--- config.mk ---
export PLATFORM = sky130hd
export DESIGN_NAME = misr_core
export DESIGN_NICKNAME = d
export VERILOG_FILES = /design/src/rtl/misr_core.sv
export SDC_FILE = /design/constraint.sdc
export NUM_CORES = 1
export LEC_CHECK = 0
export CAP_MARGIN = 10
export CORE_AREA = 8 8 45 47
export CTS_CLUSTER_DIAMETER = 30
export DETAILED_ROUTE_END_ITERATION = 16
export DIE_AREA = 0 0 53 55
export DONT_BUFFER_PORTS = 1
export GPL_TIMING_DRIVEN = 0
export RECOVER_POWER = 100
export SYNTH_ARGS = -nofsm -noshare
export SYNTH_HDL_FRONTEND = slang
export SYNTH_SLANG_ARGS = --single-unit
--- constraint.sdc ---
create_clock -name clk -period 1.2 [get_ports clk]
set_input_delay 0 -clock clk [delete_from_list [all_inputs] [get_ports clk]]
set_output_delay 0 -clock clk [all_outputs]
set_load 0.03 [all_outputs]
--- src/rtl/misr_core.sv ---
// Multiple-input signature register: one Galois-style shift per enabled
// cycle with the response word XORed in.
// Ports:
//   clk      - rising-edge clock
//   rst      - asynchronous active-low reset, register returns to RST_VAL
//   load     - reload the register with seed (wins over shift_en)
//   seed     - value loaded when load=1
//   shift_en - perform one compaction step this cycle
//   din      - response word folded in on a compaction step
//   sig      - current register contents
module misr_core #(
    parameter int               WIDTH   = 4,
    parameter logic [WIDTH-1:0] POLY    = 4'b0011,
    parameter logic [WIDTH-1:0] RST_VAL = '0
) (
    input  logic             clk,
    input  logic             rst,
    input  logic             load,
    input  logic [WIDTH-1:0] seed,
    input  logic             shift_en,
    input  logic [WIDTH-1:0] din,
    output logic [WIDTH-1:0] sig
);

    logic [WIDTH-1:0] sig_q;
    logic [WIDTH-1:0] sig_d;

    always_comb begin
        sig_d = sig_q;
        if (load) begin
            sig_d = seed;
        end else if (shift_en) begin
            // Multiply by x modulo the polynomial, then fold in the response.
            sig_d = {sig_q[WIDTH-2:0], 1'b0}
                  ^ (sig_q[WIDTH-1] ? POLY : '0)
                  ^ din;
        end
    end

    always_ff @(posedge clk or negedge rst) begin
        if (!rst) begin
            sig_q <= RST_VAL;
        end else begin
            sig_q <= sig_d;
        end
    end

    assign sig = sig_q;

endmodule

## Word level (Yosys, flattened, before mapping)

Cells that the tools add are included.
W data, S select, Z words.

- Flip-flop bits (word level): 4
- Output and inout bits: 4
- Input bits: 12
- Word-level logic and storage cells: 7

- Multiplexer cells: 3
- Reduce and logical (&&, ||, !) cells: 1
- Bitwise logic cells: 2

Operators by type and width:

| kind | number |
|---|---|
| $mux W4 | 2 |
| $xor A4 B2 Y4 | 1 |
| $xor A4 B4 Y4 | 1 |
| $mux W2 | 1 |
| $reduce_bool A2 Y1 | 1 |

## Logic depth before layout (Yosys ltp)

Gate-level depths: netlist of the first run.

- Depth in word-level cells: 5
- Depth in mapped cells: 4

## Worst setup path before layout of the first run

No wires, ideal clock.

- Path type: reg2reg
- Start point: register sig_q[3] (netlist: sig[3])
- End point: register sig_q[0] (netlist: sig[0])
- Cell stages (with the launch flop): 4
- Arrival: 0.899 ns
- Buffers on the path: 0
- Slack: 0.180 ns
- Library setup time: 0.121 ns
- Clock period less this slack: 1.020 ns
- Cells stage by stage: dfrtp_1 -> xor2_1 -> mux2i_1 -> o21ai_1

- Word-level cells in the longest chain between the ends: 5

Ends and longest elaborated chain:

| what | line | RTL |
|---|---|---|
| start, declared | 25 | `logic [WIDTH-1:0] sig_q;` |
| start signal, assigned | 44 | `sig_q <= sig_d;` |
| $mux W2 | 35 | `^ (sig_q[WIDTH-1] ? POLY : '0)` |
| $xor A4 B2 Y4 | 35 |  |
| $xor A4 B4 Y4 | 36 | `^ din;` |
| $mux W4 | 32 | `end else if (shift_en) begin` |
| $mux W4 | 30 | `if (load) begin` |

Every way passes these cells. The select of a mux whose other input is x is not followed.
A chain may end at the register's enable or synchronous reset.

## Final worst setup path of the first run

Same ends and word-level chain as after synthesis.

==> impl_metrics.tcl, run 1 <==
set metrics [dict create \
    status "finished clean" \
    worst-path-buf-inv 0 \
    cp_slowest_cell "dfrtp_1" \
    tns_ns 0 \
    dr.pass1.iters 3 \
    synth_compound_area_frac 0.112 \
    coreArea_mm2 0.00138 \
    grt_pass1_vias 240 \
    io_buffer_count 0 \
    p_clk_frac 0.365 \
    final.setup.worst_slack_ns 0.108 \
    criticalPathCategory "reg -> reg" \
    p_leak_nw 0.152 \
    diodes 0 \
    gp_congestion 0.629 \
    seqPwrFrac 0.460 \
    largest_register_ffs 4 \
    path_delay_family "flip-flops" \
    synth_area_leaders "dfrtp_1 (41%), xor2_1 (14%), mux2i_1 (12%)" \
    timing.final.crit_period_ns 1.09 \
    finalSetupViolCount 0 \
    syn_avg_cell_area_um2 9.86 \
    syn_area_um2 246 \
    cts_resized 0 \
    ys_seq_area_frac 0.406 \
    ys_top_cells_by_count "dfrtp_1 (4), xor2_1 (4), mux2i_1 (3), nand2_1 (3), o21ai_0 (2)" \
    hold_violations 0 \
    initial_utilization 0.178 \
    path_clk_slew_ns 0.04 \
    synth_top_area_share 0.406 \
    grt_overflow 0 \
    placed_area_um2 267 \
    io_pins 16 \
    power.total_mw 0.454 \
    yosysWarningCount 0 \
    postCtsSetupRepairBufs 0 \
    finalNonFillerCells 50 \
    synth_edf_count 0 \
    synth_adder_area_share 0 \
    cts.sinks 4 \
    slew_violations 0 \
    yosysTopAreaCell "dfrtp_1" \
    period_share 0.910 \
    place_ws_ns 0.114 \
    cp-end-kind "register" \
    power_switching_mw 0.144 \
    arrival_ns 1.21 \
    syn_nets 37 \
    via_per_inst 4.36 \
    grtUsageTotal 0.0521 \
    worst_ir_drop_vdd_mv 0.844 \
    vias 218 \
    grt_pass1_wl_mm 1.04 \
    internal_power_mw 0.310 \
    fillers 151 \
    required_ns 1.32 \
    fp.dieW_um 53 \
    nNetsFinal 48 \
    synthSimpleGateAreaFrac 0.142 \
    cap_violations 0 \
    clock_skew_ns 0.00423 \
    p_sw_frac 0.317 \
    antenna_left 0 \
    syn_to_final_growth_pct 41.6 \
    cts_inserted_buffers 3 \
    synth_cell_types 14 \
    synth_cells 25 \
    cp_max_fo 4 \
    maxSlewHeadroom 0.716 \
    crit_chain "xor2_1 -> mux2i_1 -> o21ai_1" \
    pwr-share-comb 0.175 \
    multi_input_area_um2 128 \
    wire_per_inst_um 13.4 \
    clockBufferDepth 2 \
    rsz0062_at_grt "false" \
    finalInstanceArea_um2 349 \
    start_kind "register" \
    tightest_slew_ns 0.426 \
    htree_levels 1 \
    maxClockFrequency_mhz 916 \
    route.detailed.drc 0 \
    layout-drive-gt1-share 0.147 \
    synth-xor-area-share 0.142 \
    cts_tree "built" \
    die_h_um 55 \
    ys_ff_latch 4 \
    synthFlopType "dfrtp_1" \
    cts_hold_buf 6 \
    hold_class "in -> reg" \
    synthMuxAreaShare 0.122 \
    clock_latency_ns 0.24 \
    power.density_mw_per_mm2 1300 \
    grt_max_degree 11 \
    drt_iter0_drc 3 \
    regArea_um2 100 \
    slowest_delay_ns 0.53 \
    antenna_found_initial 0 \
    place_inst 41 \
    rows 14 \
    cts-root-buf "clkbuf_4" \
    finalWirelength_um 671 \
    synth-async-reset-ratio 1.00 \
    synth_top_family_by_area "simple AND/OR/NAND/NOR gates" \
    die_area_mm2 0.00292 \
]
[worst min-delay path: stages]
cell,delay [ns]
xor2_1,0.05
nand3_1,0.08
o211ai_1,0.07
[power by group through the flow]
stage               Sequential, mW  Combinational (mW)  Clock (mW)
floorplan                    0.205              0.0535           0
global placement             0.211              0.0598           0
detailed placement           0.211              0.0616           0
CTS                          0.210              0.0804       0.171
global route                 0.214              0.0898       0.183
finish                       0.209              0.0794       0.166
[cell families (layout without fill, tap and decap cells)]
kind of cell,count (synthesis),in the layout
AO/OA/AOI/OAI,5,5
XOR/XNOR,4,4
buffers and inverters,2,11
flip-flops,4,4
multiplexers,3,3
AND/OR/NAND/NOR,7,7
[cell usage in the layout, fill, tap and decap left out, drive strengths merged]
| cell type | synthesis | final |
|---|---|---|
| dlygate4sd3 | 0 | 6 |
| xor2 | 4 | 4 |
| dfrtp | 4 | 4 |
| mux2i | 3 | 3 |
| nand2 | 3 | 3 |
| clkbuf | 0 | 3 |
| o21ai | 3 | 3 |
| buf | 2 | 2 |
| nand3b | 1 | 1 |
| nor3b | 1 | 1 |
| a21oi | 1 | 1 |
| nor2 | 1 | 1 |
| nand3 | 1 | 1 |
| o211ai | 1 | 1 |
[through the flow]
step / hold slack [ns] / utilization
after global placement: -0.295 / 0.193
after global routing: 0.0203 / 0.252
after floorplan: -0.296 / -
after detailed placement: -0.295 / 0.193
final: 0.0189 / 0.252
after CTS: 0.0206 / 0.252
[cell type report]
cell class,count,area share
sequential,4,0.287
timing repair buffer,6,0.172
tap,16,0.0573
multi-input combinational,19,0.366
clock buffer,3,0.0645
buffer,2,0.0538
[final timing paths]
| path | to | cells past startpoint | from | slack (ns) |
|---|---|---|---|---|
| worst min-delay path | sig[1] | 3 | din[1] | 0.02 |
| min in group asynchronous | sig[2] | 1 | rst | 0.04 |
| worst max register to register | sig[0] | 3 | sig[3] | 0.11 |
| worst max-delay path | sig[0] | 3 | sig[3] | 0.11 |
| max in group asynchronous | sig[0] | 1 | rst | 0.99 |
| worst min register to register | sig[1] | 2 | sig[0] | 0.78 |
[routing by layer]
layer  wire [µm]  GRT usage  share of wire  vias up
met3         133     0.0615           0.20        0
met4           0     0.0259              0        0
li1            -          -              -      103
met1         269     0.0459           0.40      101
met2         269     0.0703           0.40       14
met5           0          0              0        -
Power figures use the tool's default switching activity.
==> run 2: changes to the inputs <==
- ABC_AREA: default -> 1
- CORE_AREA: 8 8 45 47 -> 2 2 39 41
- DIE_AREA: 0 0 53 55 -> 0 0 41 43
- MAX_ROUTING_LAYER: default -> met4
==> impl_metrics.tcl, run 2 <==
set metrics [dict create \
    die_h_um 43 \
    timing.final.crit_period_ns 1.07 \
    nNetsFinal 54 \
    synth_top_area_share 0.437 \
    coreArea_mm2 0.00138 \
    cp-end-kind "register" \
    power.density_mw_per_mm2 1230 \
    cts_tree "built" \
    grt_pass1_vias 238 \
    maxSlewHeadroom 0.732 \
    ff2ff_setup_slack_ns 0.13 \
    syn_nets 40 \
    placed_area_um2 249 \
    wire_per_inst_um 10.1 \
    grtUsageTotal 0.0817 \
    diodes 0 \
    finalSetupViolCount 0 \
    hold_violations 0 \
    io_buffer_count 0 \
    slew_violations 0 \
    layout-drive-gt1-share 0.100 \
    gp_congestion 0.673 \
    synth_area_leaders "dfrtp_1 (44%), a22oi_1 (13%), xnor2_1 (11%)" \
    period_share 0.891 \
    rsz0062_at_grt "false" \
    yosysTopAreaCell "dfrtp_1" \
    io_pins 16 \
    clockBufferDepth 2 \
    cts_inserted_buffers 3 \
    antenna_left 0 \
    cts_resized 0 \
    final_cell_mix "dlygate4sd3_1 (9), inv_1 (5), nand2_1 (5), a22oi_1 (4), dfrtp_1 (4)" \
    worst_ir_drop_vdd_mv 0.652 \
    synthFlopType "dfrtp_1" \
    ys_seq_area_frac 0.437 \
    path_delay_family "flip-flops" \
    finalInstanceArea_um2 362 \
    tns_ns 0 \
    slowest_delay_ns 0.58 \
    cap_violations 0 \
    largest_register_ffs 4 \
    via_per_inst 4.02 \
    clock_latency_ns 0.23 \
    cts.sinks 4 \
    dp.final_hpwl_um 468 \
    cts-root-buf "clkbuf_4" \
    grt_overflow 0 \
    htree_levels 1 \
    min-delay-start "shift_en" \
    vias 225 \
    hold_class "in -> reg" \
    synth_edf_count 0 \
    worst-path-buf-inv 0 \
    holdPathEnd "sig[1]" \
    cp_slowest_cell "dfrtp_1" \
    required_ns 1.31 \
    initial_utilization 0.165 \
    crit_chain "nand2_1 -> nand2_1 -> nand2_1 -> nand3_1 -> nand2_1" \
    rows 14 \
    place_inst 44 \
    r2r_cells 5 \
    antenna_found_initial 0 \
    route.detailed.drc 0 \
    maxClockFrequency_mhz 935 \
    p_leak_nw 0.162 \
    fp.dieW_um 41 \
    yosysWarningCount 0 \
    synth-async-reset-ratio 1.00 \
    finalWirelength_um 568 \
    synth_cell_types 9 \
    ys_ff_latch 4 \
    synth_cells 28 \
    r2r-start "sig[3]" \
    syn_avg_cell_area_um2 8.18 \
    grt_max_degree 6 \
    die_area_mm2 0.00176 \
    tightest_slew_ns 0.403 \
    path_clk_slew_ns 0.04 \
    hold_depth 4 \
    syn_area_um2 229 \
    r2r_end "sig[1]" \
    finalNonFillerCells 56 \
    syn_to_final_growth_pct 57.9 \
    ys_top_cells_by_count "inv_1 (5), nand2_1 (5), a22oi_1 (4), dfrtp_1 (4)" \
    arrival_ns 1.18 \
    dr.pass1.iters 4 \
    start_kind "register" \
    criticalPathCategory "reg -> reg" \
    drt_iter0_drc 1 \
    grt_pass1_wl_um 917 \
    cpMostUsedCell "nand2_1" \
    layout_commonest_cell "dlygate4sd3_1" \
    cp_max_fo 5 \
    status "finished clean" \
    clock_skew_ns 0.00191 \
]
==> run 2: cell types whose count changed after synthesis, sizes merged <==
| cell | before | now |
|---|---|---|
| a22oi | 0 | 4 |
| nor3b | 1 | 0 |
| nand3 | 1 | 2 |
| mux2i | 3 | 0 |
| nor2 | 1 | 2 |
| xnor2 | 0 | 3 |
| o211ai | 1 | 0 |
| nand3b | 1 | 0 |
| buf | 2 | 0 |
| a21oi | 1 | 0 |
| xor2 | 4 | 0 |
| inv | 0 | 5 |
| nand2 | 3 | 5 |
==> run 2: power by group <==
part           total [mW]  internal, mW  switching (mW)
registers           0.204         0.151          0.0532
clock network       0.161         0.112          0.0497
logic              0.0781        0.0465          0.0316
total               0.444         0.309           0.135
==> run 2: repair_timing <==
action / 4_1_cts / 5_1_grt
endpoints found under the hold margin: 8 / 0
hold buffers: 9 / 0
buffers inserted: 0 / 0
==> run 2: final cells by class <==
class | instances | area, µm²
Sequential cell | 4 | 100
Fill cell | 155 | 1020
Tap cell | 16 | 20.0
Clock buffer | 3 | 22.5
Timing Repair Buffer | 9 | 90.1
Multi-Input combinational cell | 19 | 110
Inverter | 5 | 18.8
==> run 2: worst max path at each step <==
| stage | startpoint | end | slack (ns) | cells after the start |
|---|---|---|---|---|
| floorplan | sig[3] | sig[1] | 0.20 | 5 |
| global placement | sig[3] | sig[1] | 0.13 | 5 |
| detailed placement | sig[3] | sig[1] | 0.11 | 5 |
| CTS | sig[3] | sig[1] | 0.11 | 5 |
| global route | sig[3] | sig[1] | 0.04 | 5 |
| finish | sig[3] | sig[1] | 0.13 | 5 |
==> run 2: routing by layer <==
layer	global-route usage	share of wire
met1	0.0882	0.38
met4	0.0600	0.011
met5	-	0
met3	0.0419	0.11
met2	0.109	0.50
==> run 2: logic make-up after synthesis <==
group / share of synthesized area
and+or+nand+nor: 0.169
AOI/OAI and AO/OA: 0.197
buffers and inverters: 0.0820
DFF: 0.437
xor gates and xnor gates: 0.115
==> run 2: worst register-to-register path: stages, from the launching register on <==
cell,delay (ns)
dfrtp_1,0.58
nand2_1,0.12
nand2_1,0.08
nand2_1,0.05
nand3_1,0.07
nand2_1,0.05
==> run 2: through the flow <==
step                 util  total power [mW]  setup slack (ns)  hold WS (ns)
detailed placement  0.180             0.261             0.109        -0.295
floorplan               -             0.247             0.199        -0.296
global placement    0.180             0.259             0.129        -0.295
global route        0.261             0.482            0.0412        0.0309
finish              0.261             0.444             0.131       0.00655
CTS                 0.261             0.463             0.106       0.00333
==> run 3: changes to the inputs <==
- CORE_AREA: 2 2 39 41 -> 10 10 47 49
- DIE_AREA: 0 0 41 43 -> 0 0 57 59
==> impl_metrics.tcl, run 3 (synthesized netlist as in run 2, its figures left out) <==
set metrics [dict create \
    path_clk_slew_ns 0.04 \
    slowest_delay_ns 0.58 \
    criticalPathCategory "reg -> reg" \
    p_clk_frac 0.366 \
    cts_hold_buf 9 \
    finalWirelength_um 705 \
    cap_violations 0 \
    final.setup.worst_slack_ns 0.112 \
    antenna_found_initial 0 \
    cp-end-kind "register" \
    final_cell_mix "dlygate4sd3_1 (9), inv_1 (5), nand2_1 (5), a22oi_1 (4), dfrtp_1 (4)" \
    cts_inserted_buffers 3 \
    arrival_ns 1.20 \
    required_ns 1.31 \
    htree_levels 1 \
    power.density_mw_per_mm2 1230 \
    power_switching_mw 0.137 \
    grt_max_degree 6 \
    finalSetupViolCount 0 \
    grt_util_met3 0.0193 \
    maxSlewHeadroom 0.725 \
    slew_violations 0 \
    io_pins 16 \
    route.detailed.drc 0 \
    finalNonFillerCells 56 \
    met2_usage 0.0713 \
    via_per_inst 4.14 \
    finalInstanceArea_um2 362 \
    rows 14 \
    postCtsSetupRepairBufs 0 \
    coreArea_mm2 0.00140 \
    grt_pass1_wl_mm 1.09 \
    clock_skew_ns 0.00231 \
    start_kind "register" \
    clockBufferDepth 2 \
    dr.pass1.iters 3 \
    gp_congestion 0.704 \
    hold_violations 0 \
    p_leak_nw 0.162 \
    maxClockFrequency_mhz 919 \
    fp.dieW_um 57 \
    nNetsFinal 54 \
    diodes 0 \
    crit_chain "nand2_1 -> nand2_1 -> nand2_1 -> nand3_1 -> nand2_1" \
    place_ws_ns 0.0895 \
    use_met1 0.0369 \
    hold_class "in -> reg" \
    fin_util 0.258 \
    tightest_slew_ns 0.412 \
    timing.final.crit_period_ns 1.09 \
    largest_register_ffs 4 \
    power.total_mw 0.446 \
    antenna_left 0 \
    period_share 0.906 \
    pwr-share-comb 0.174 \
    layout-drive-gt1-share 0.100 \
    layout_commonest_cell "dlygate4sd3_1" \
    p_sw_frac 0.307 \
    seqPwrFrac 0.460 \
    grtUsageTotal 0.0449 \
    cts_tree "built" \
    cp_max_fo 5 \
    internal_power_mw 0.309 \
    wire_per_inst_um 12.6 \
    hold_ws_ns 0.0124 \
    io_buffer_count 0 \
    cts-root-buf "clkbuf_4" \
    grt_pass1_vias 269 \
    die_area_mm2 0.00336 \
    cts_resized 0 \
    status "finished clean" \
    grt_overflow 0 \
    placed_area_um2 249 \
    vias 232 \
    dp.final_hpwl_um 618 \
    drt_iter0_drc 3 \
    busiest_layer "met2" \
    rsz0062_at_grt "false" \
    initial_utilization 0.163 \
    worst_ir_drop_vdd_mv 0.430 \
    die_h_um 59 \
    tns_ns 0 \
    cts.sinks 4 \
    cp_slowest_cell "dfrtp_1" \
    cpMostUsedCell "nand2_1" \
    syn_to_final_growth_pct 57.9 \
    clock_latency_ns 0.23 \
    place_inst 44 \
]
run 3: critical path: cells and delay by family, from the launching register on:
kind,cells,cell delay [ns]
AND/OR/NAND/NOR,5,0.38
flip-flops,1,0.58
run 3: final cells by class:
class	count	area (µm²)
sequential	4	100
timing repair buffer	9	90.1
fill	167	1040
clock buffer	3	22.5
inverter	5	18.8
tap	16	20.0
multi-input combinational	19	110
run 3: power by group through the flow:
stage          Combinational (mW)  Sequential (mW)  Clock, mW
3_3_place_gp               0.0544            0.208          0
4_1_cts                    0.0831            0.207      0.176
5_1_grt                    0.0882            0.209      0.177
3_5_place_dp               0.0538            0.209          0
6_report                   0.0778            0.205      0.163
2_1_floorplan              0.0460            0.201          0
run 3: final timing paths:
kind / end / slack, ns / from / cells past startpoint
worst max-delay path: sig[1] / 0.11 / sig[3] / 5
worst min-delay path: sig[1] / 0.01 / shift_en / 4
worst max register to register: sig[1] / 0.11 / sig[3] / 5
worst min register to register: sig[1] / 0.76 / sig[1] / 2
max in group asynchronous: sig[1] / 1.00 / rst / 1
min in group asynchronous: sig[3] / 0.03 / rst / 1
run 3: routing by layer:
metal / wire (µm) / part of all wire
met5: 0 / 0
met4: 16 / 0.023
met3: 61 / 0.087
met2: 369 / 0.52
met1: 258 / 0.37
